### src/rtl/trap_controller.sv
// rtl/trap_controller.sv - trap sequencer driving MEPC capture and PC redirect
module trap_controller #(
    parameter logic [31:0] TRAP_VECTOR   = 32'h0000_0100,
    parameter int          PENDING_WIDTH = 4
) (
    input  logic                     clock,
    input  logic                     resetActiveLow,
    input  logic                     interruptRequest,
    input  logic                     interruptEnable,
    input  logic                     mretDetected,
    input  logic [31:0]              mepcValue,
    output logic                     csrWriteEnable,
    output logic                     coreHalt,
    output logic                     pcOverride,
    output logic [31:0]              pcOverrideValue,
    output logic                     inHandler,
    output logic [PENDING_WIDTH-1:0] pendingCount
);

    typedef enum logic [2:0] {
        IDLE,
        SAVE,
        VECTOR,
        HANDLER,
        RETURN
    } state_t;

    localparam logic [PENDING_WIDTH-1:0] PENDING_MAX  = '1;
    localparam logic [PENDING_WIDTH-1:0] PENDING_ZERO = '0;
    localparam logic [PENDING_WIDTH-1:0] PENDING_ONE  = {{(PENDING_WIDTH-1){1'b0}}, 1'b1};

    state_t state;

    // Trap sequence; traps are only taken from IDLE, so nothing nests inside HANDLER
    always_ff @(posedge clock or negedge resetActiveLow) begin
        if (!resetActiveLow) begin
            state <= IDLE;
        end else begin
            case (state)
                IDLE:    if (pendingCount != PENDING_ZERO && interruptEnable) state <= SAVE;
                SAVE:    state <= VECTOR;
                VECTOR:  state <= HANDLER;
                HANDLER: if (mretDetected) state <= RETURN;
                RETURN:  state <= IDLE;
                default: state <= IDLE;
            endcase
        end
    end

    // Saturating pending counter; a request landing on the SAVE cycle cancels the decrement
    always_ff @(posedge clock or negedge resetActiveLow) begin
        if (!resetActiveLow) begin
            pendingCount <= PENDING_ZERO;
        end else if (interruptRequest && state == SAVE) begin
            pendingCount <= pendingCount;
        end else if (interruptRequest && pendingCount != PENDING_MAX) begin
            pendingCount <= pendingCount + PENDING_ONE;
        end else if (state == SAVE && pendingCount != PENDING_ZERO) begin
            pendingCount <= pendingCount - PENDING_ONE;
        end
    end

    // Moore decode from the registered state; RETURN forwards the live MEPC so handler writes stick
    always_comb begin
        csrWriteEnable  = 1'b0;
        coreHalt        = 1'b0;
        pcOverride      = 1'b0;
        pcOverrideValue = 32'h0;
        inHandler       = 1'b0;
        case (state)
            SAVE: begin
                csrWriteEnable = 1'b1;
                coreHalt       = 1'b1;
                inHandler      = 1'b1;
            end
            VECTOR: begin
                pcOverride      = 1'b1;
                pcOverrideValue = TRAP_VECTOR;
                coreHalt        = 1'b1;
                inHandler       = 1'b1;
            end
            HANDLER: begin
                inHandler = 1'b1;
            end
            RETURN: begin
                pcOverride      = 1'b1;
                pcOverrideValue = mepcValue;
                inHandler       = 1'b1;
            end
            default: begin
            end
        endcase
    end

endmodule

### config.mk
export PLATFORM = sky130hd
export DESIGN_NAME = trap_controller
export DESIGN_NICKNAME = d
export VERILOG_FILES = /design/src/rtl/trap_controller.sv
export SDC_FILE = /design/constraint.sdc
export NUM_CORES = 1
export LEC_CHECK = 0
export CORE_ASPECT_RATIO = 2
export CORE_MARGIN = 4
export CORE_UTILIZATION = 26
export CTS_BUF_LIST = sky130_fd_sc_hd__clkbuf_2 sky130_fd_sc_hd__clkbuf_4 sky130_fd_sc_hd__clkbuf_8
export DETAILED_ROUTE_END_ITERATION = 12
export PLACE_DENSITY = 0.83
export RECOVER_POWER = 50
export SLEW_MARGIN = 15
export SYNTH_ARGS = -nofsm -noshare
export SYNTH_HDL_FRONTEND = slang
export SYNTH_SLANG_ARGS = --single-unit
export TNS_END_PERCENT = 20
### constraint.sdc
create_clock -name clock -period 1.6 [get_ports clock]
set_input_delay 0.24 -clock clock [delete_from_list [all_inputs] [get_ports clock]]
set_output_delay 0.24 -clock clock [all_outputs]
set_load 0.02 [all_outputs]
-- Yosys cells after proc, flatten, opt, wreduce, memory -nomap -nowiden
Cells that the tools add are included.
- flip-flop bits (word level): 7
- word-level logic and storage cells: 34
- add/subtract/negate cells: 2
- equal/unequal tests: 7
- multiplexer cells: 10
- bitwise operators: 1
- reductions and logical operators: 12
- operator list (operator ; number):
    32-bit one-hot mux with 2 select lines ; 1
    3-bit one-hot mux with 4 select lines ; 1
    4-bit two-way mux ; 2
    3-bit by 2-bit equality test with 1-bit output, second input constant ; 2
    3-bit two-way mux ; 2
    4-bit by 1-bit adder with 4-bit output, second input constant ; 1
    1-bit logical AND ; 4
    1-bit two-way mux ; 4
    2-bit != test, second input constant ; 2
    4-bit != test, second input constant ; 1
    2-bit AND reduction ; 2
    4-bit nonzero test ; 1
    2-bit OR reduction ; 2
    4-bit OR reduction ; 1
    4-bit by 1-bit subtractor with 4-bit output, second input constant ; 1
    3-bit by 1-bit equality test with 1-bit output, second input constant ; 1
    3-bit equality test, second input constant ; 1
    3-bit zero test ; 1
    2-bit nonzero test ; 1
    1-bit inverter ; 1

-- Logic depth before layout (Yosys ltp)
Gate-level depths: netlist of the first run.
- depth in word-level cells: 4
- mapped depth: 7

-- Least setup slack after synthesis of the first run
OpenSTA, ideal clock, no wires.
- path type: register to register
- start point: register pendingCount[1]
- end point: register pendingCount[2]
- setup time: 0.094 ns
- arrival time: 1.760 ns
- path slack: -0.254 ns
- stages on the path, launching flop included: 8
- path buffers: 0
- period minus slack after synthesis: 1.854 ns
- cell sequence: dfrtp_1 -> nand4_1 -> nand2_1 -> fa_1 -> xor2_1 -> nor3b_1 -> a21o_1 -> a221oi_2
- cells in the longest elaborated chain, start to end: 4
- elaborated cells between the ends (all ways): 10
- those cells by class: 2 x add/sub; 1 x eq/ne; 2 x mux; 5 x reduce/logical
- RTL lines (item ; line ; text):
    from (decl) ; 17 ; output logic [PENDING_WIDTH-1:0] pendingCount
    from (signal assigned) ; 55 ; pendingCount <= pendingCount;
    from (signal assigned) ; 57 ; pendingCount <= pendingCount + PENDING_ONE;
    from (signal assigned) ; 59 ; pendingCount <= pendingCount - PENDING_ONE;
    branches (longest 4 deep; another with 4-bit by 1-bit subtractor with 4-bit output) ; -- ;
Several ways; the timed one is not identified. The select of a mux whose other input is x is not followed.
A chain may end at the register's enable or synchronous reset.

-- Worst setup path in the final report of the first run
- start point: register pendingCount[1]
- end point: register pendingCount[3]
The elaborated chain is that of the path after synthesis.

==> results_dict.tcl, run 1 <==
set metrics [dict create \
    max_slew_margin 0.7534 \
    ys_types 30 \
    yosys-top-cells-area "and3_1 (27%), dfrtp_1 (24%), a21oi_1 (4.8%)" \
    vias_per_cell 5.134 \
    synth_most_common_cell "and3_1" \
    rsz0062_at_grt "yes" \
    finalHoldViolations 0 \
    dieArea_um2 3802 \
    synth-seq-area-share 0.2377 \
    areaGrowthSynthToFinish_pct 131.6 \
    layout-drive-gt1-share 0.4667 \
    grt_use_total 0.1779 \
    cts.sinks 7 \
    path_class "register to register" \
    chipWidth_um 45.65 \
    utilization 0.6237 \
    postPlaceCellArea_um2 1665 \
    port_buffers 76 \
    finalInstanceArea_um2 1707 \
    setup_ws_ns -0.2453 \
    post-route-min-period_ns 1.845 \
    powerDensity_nw_per_um2 1688 \
    netlist.area_leader.share 0.2716 \
    synth_edf_count 0 \
    finalSetupViolations 37 \
    drtPass1Iterations 3 \
    cts_made_buffers 3 \
    dp_slack_ns -0.4092 \
    fin_skew_ns 0.004516 \
    core_um2 2736 \
    yosys_warnings 0 \
    first_iter_violations 21 \
    syn_nets 135 \
    diodes 0 \
    place_hpwl_um 2829 \
    dieHeight_um 83.29 \
    route.detailed.drc 0 \
    syn_area_um2 737.0 \
    grt_pass1_wl_um 5126 \
    io_pins 77 \
    htreeDepth 1 \
    finalPower_uw 2881 \
    min_path_type "input port to async pin" \
    power.leakage_uw 0.0009447 \
    clock_latency_ns 0.23 \
    cp_max_fo 4 \
    synth_commonest_cells "and3_1 (32), a21oi_1 (7), clkbuf_1 (7), dfrtp_1 (7), nand2_1 (6)" \
    first_global_vias 1151 \
    antenna_found_initial 0 \
    synth_top_area_cell "and3_1" \
    cts-root-buf "clkbuf_8" \
    grt_max_degree 21 \
    rows 27 \
    wl_um 3681 \
    synthArstFlopShare 1.000 \
    r2r_slack_ns -0.25 \
    synth_cells 95 \
    ctsHoldBuffers 0 \
    start_util 0.2693 \
    max_freq_mhz 541.9 \
    syn_area_per_cell_um2 7.757 \
    tritoncts "done" \
    worst_slew_pin_slew_ns 0.3686 \
    ys.flop_type "dfrtp_1" \
    status "finished, violations left" \
    violations "setup timing" \
    vias 1150 \
    cp_data_required_time_ns 1.74 \
    maxCapViolations 0 \
    nets 236 \
    clkTransAtPathRegs_ns 0.04 \
    fin_crit_sh 1.153 \
    wl_per_cell_um 16.43 \
    overflow 0 \
    critPathLaunchType "register" \
    clk_path_buf_depth 2 \
    drv_slew 0 \
    ys_seq_elements 7 \
    vdd_drop_max_v 0.0008705 \
    gp_congestion 0.8211 \
    cp.arrival_ns 1.99 \
    antenna_left 0 \
    crit_path_end_kind "register" \
]
-- final timing paths --
| check | cells past startpoint | start | to |
|---|---|---|---|
| min | 1 | resetActiveLow | state[2]$_DFFE_PN0P_ |
| max | 8 | pendingCount[1]$_DFFE_PN0P_ | pendingCount[3]$_DFFE_PN0P_ |
| min in group clock | 3 | mretDetected | state[2]$_DFFE_PN0P_ |
| max reg2reg | 8 | pendingCount[1]$_DFFE_PN0P_ | pendingCount[3]$_DFFE_PN0P_ |
| min reg2reg | 2 | pendingCount[0]$_DFFE_PN0P_ | pendingCount[0]$_DFFE_PN0P_ |
| max in group asynchronous | 1 | resetActiveLow | pendingCount[1]$_DFFE_PN0P_ |
-- critical path: stages, from the launching register on --
cell     delay [ns]
dfrtp_2        0.43
nand4_1        0.13
nand2_2        0.11
buf_4          0.16
ha_4           0.21
nand3_1        0.11
nand2_2        0.09
or3_1          0.32
a32oi_1        0.18
-- routing by layer --
metal  GRT usage  routed length (um)
met2      0.3057                1944
met3     0.09544                 490
met4     0.06933                  76
met1      0.1636                1169
met5           0                   0
-- cell families after synthesis --
family	share of synthesized area
and+or+nand+nor	0.4465
adders and majority gates	0.06112
AOI/OAI and AO/OA	0.1324
xor gates and xnor gates	0.04755
buffers and inverters	0.07470
DFF	0.2377
-- power breakdown --
| group | internal, uW | total, uW | switching (uW) |
|---|---|---|---|
| Clock | 190 | 276 | 85.9 |
| Combinational | 1100 | 2220 | 1120 |
| Sequential | 277 | 381 | 104 |
-- layout make-up --
cell class              count  area [um^2]
fillers                   246         1030
repair buffers            106        819.5
multi-input cells          75        610.6
flip-flops and latches      7        180.2
clock buffers               4        48.80
well taps                  29        36.28
inverters                   3        11.26
-- layout by cell type (no fill, tap or decap), types with 3 or more instances in the layout --
master / instances
clkdlybuf4s50_1: 36
buf_2: 35
and3_1: 32
buf_4: 28
nor2_1: 4
dfrtp_2: 4
a21oi_1: 3
nand2_1: 3
inv_1: 3
clkbuf_8: 3
buf_6: 3
dfrtp_1: 3
-- sequential cells by signal, summed over array words and instances (netlist names) --
signal and cells:
pendingCount 4, state 3
-- timing repair --
action	4_1_cts	5_1_grt
gates resized for setup	149	19
hold endpoints to repair	0	0
pin swaps	6	10
setup buffers	2	6
endpoints found under the setup margin	43	34
-- per-stage QoR --
step	std cells	hold slack, ns	TNS (ns)
floorplan	95	-0.05559	-0.3026
global placement	212	0.5315	-5.822
detailed placement	212	0.5370	-6.499
CTS	218	0.2880	-0.3521
global route	224	0.3758	-5.241
finish	224	0.3556	-2.506
Power figures use the tool's default switching activity.
==> inputs of run 2 (changes only) <==
CORE_MARGIN = 2   (was 4)
GPL_TIMING_DRIVEN = 0   (was unset)
==> run 2 against run 1 <==
  * The flow still finishes with violations (setup timing)
  * Utilization up 5.6 points
  * Fmax grew 4.0%
  * Via count is 0.35% lower
  * Clock-buffer cell count did not move
  * Flip-flop and latch count did not move
  * Sequential share of layout area down 0.74 points
  * Combinational power about the same
  * Die area is 13% lower
==> results_dict.tcl, run 2 (same netlist as run 1, synthesis figures left out) <==
set metrics [dict create \
    status "finished, violations left" \
    violations "setup timing" \
    critPathLaunchType "register" \
    antenna_left 0 \
    tritoncts "done" \
    rows 27 \
    r2r-start "pendingCount[3]$_DFFE_PN0P_" \
    grt_pass1_wl_um 4905 \
    path_class "register to register" \
    antenna_found_initial 0 \
    finalSetupViolations 15 \
    critPathBufInv 0 \
    htreeDepth 1 \
    largest_register_ffs 4 \
    biggestRegsByFlops "pendingCount (4), state (3)" \
    path_cells "nand4_1, nand2_2, fa_2, xor2_2, nor3b_1, a21o_1, a221oi_2" \
    post-route-min-period_ns 1.774 \
    vdd_drop_max_v 0.0008591 \
    cts-root-buf "clkbuf_8" \
    tns_ns -1.647 \
    worst_slew_pin_slew_ns 0.3374 \
    powerDensity_nw_per_um2 1548 \
    gp_congestion 0.8653 \
    nets 231 \
    final_common_cell "clkdlybuf4s50_1" \
    areaGrowthSynthToFinish_pct 152.5 \
    mostFrequentLayoutCells "clkdlybuf4s50_1 (38), buf_6 (27), buf_4 (24)" \
    diodes 0 \
    wl_um 3300 \
    grt_use_total 0.1907 \
    fin_crit_sh 1.109 \
    start_util 0.2693 \
    critPathMaxStageDelay_ns 0.42 \
    core_um2 2736 \
    vias 1146 \
    crit_start "pendingCount[3]$_DFFE_PN0P_" \
    cp.arrival_ns 1.90 \
    place_hpwl_um 2279 \
    first_iter_violations 19 \
    first_global_vias 1134 \
    wl_per_cell_um 15.07 \
    critPathTopFamily "compound AO/OA/AOI/OAI gates" \
    max_slew_margin 0.7744 \
    clk_path_buf_depth 2 \
    dieHeight_um 79.29 \
    max_freq_mhz 563.7 \
    cp_max_fo 5 \
    ctsHoldBuffers 0 \
    chipWidth_um 41.65 \
    layout-drive-gt1-share 0.5105 \
    cts_made_buffers 3 \
    overflow 0 \
    route.detailed.drc 0 \
    cp_slowest_cell "dfrtp_2" \
    cts.sinks 7 \
    min_path_type "input port to async pin" \
    clock_latency_ns 0.23 \
    power.leakage_uw 0.0009002 \
    dp_slack_ns -0.5716 \
    finalHoldViolations 0 \
    nFillCells 202 \
    cp_data_required_time_ns 1.73 \
    maxCapViolations 0 \
    rsz0062_at_grt "yes" \
    vias_per_cell 5.233 \
    crit_path_end_kind "register" \
    finalPower_uw 2880 \
    grt_max_degree 11 \
    drv_slew 0 \
    clkTransAtPathRegs_ns 0.04 \
    io_pins 77 \
    dieArea_um2 3302 \
    drtPass1Iterations 4 \
    top_register "pendingCount" \
    fin_skew_ns 0.003856 \
    setup_ws_ns -0.1740 \
    port_buffers 75 \
]
[run 2: cell types whose count changed in the layout (fill, tap and decap cells not counted), sizes merged]
| cell | before | now |
|---|---|---|
| buf | 66 | 55 |
| clkbuf | 4 | 10 |
| clkdlybuf4s15 | 0 | 1 |
| clkdlybuf4s50 | 36 | 38 |
| dlygate4sd2 | 2 | 0 |
| dlymetal6s2s | 1 | 0 |
[run 2: power by group]
part	switching [uW]	total, uW	internal [uW]
sequential	117	399	282
clock	72.3	261	189
combinational	1070	2220	1150
total	1260	2880	1620
[run 2: metal layers]
layer | wire, um | vias up | part of all wire | GRT usage
li1 | - | 528 | - | -
met1 | 1208 | 520 | 0.37 | 0.1913
met2 | 1674 | 88 | 0.51 | 0.3516
met3 | 331 | 10 | 0.10 | 0.05455
met4 | 85 | 0 | 0.026 | 0.08387
met5 | 0 | - | 0 | 0
[run 2: cell type report]
type	instances	area (um^2)	share of cell area
timing repair buffer	93	889.6	0.4781
clock buffer	4	48.80	0.02623
buffer	8	71.32	0.03833
tap	29	36.28	0.01950
sequential	7	182.7	0.09818
multi-input combinational	75	620.6	0.3336
inverter	3	11.26	0.006052
[run 2: what timing repair did]
item / CTS / global route
gates cloned: 1 / 2
setup endpoints to repair: 39 / 40
pin swaps: 6 / 6
resized for setup: 162 / 87
buffers inserted: 6 / 9
[run 2: through the flow]
stage / cell area (um^2) / instances / util / hold WS [ns]
finish: 1861 / 219 / 0.6799 / 0.3506
CTS: 1743 / 210 / 0.6369 / 0.2847
floorplan: 747.0 / 95 / - / -0.05559
global route: 1861 / 219 / 0.6799 / 0.3748
global placement: 1534 / 199 / 0.5606 / 0.5142
detailed placement: 1534 / 199 / 0.5606 / 0.5260
[run 2: path summary, 6_finish.rpt]
kind	to	slack (ns)	cells past startpoint
setup / recovery	pendingCount[2]$_DFFE_PN0P_	-0.17	7
hold / removal	state[2]$_DFFE_PN0P_	0.35	1
setup reg to reg	pendingCount[2]$_DFFE_PN0P_	-0.17	7
hold reg to reg	pendingCount[3]$_DFFE_PN0P_	0.54	1
max in group asynchronous	state[1]$_DFFE_PN0P_	0.97	1
min in group clock	pendingCount[3]$_DFFE_PN0P_	0.43	3
==> inputs of run 3 (changes only) <==
HOLD_SLACK_MARGIN = 0.12   (was unset)
==> results of run 3 <==
No change in the layout: final DEF, timing and power equal those of run 2.
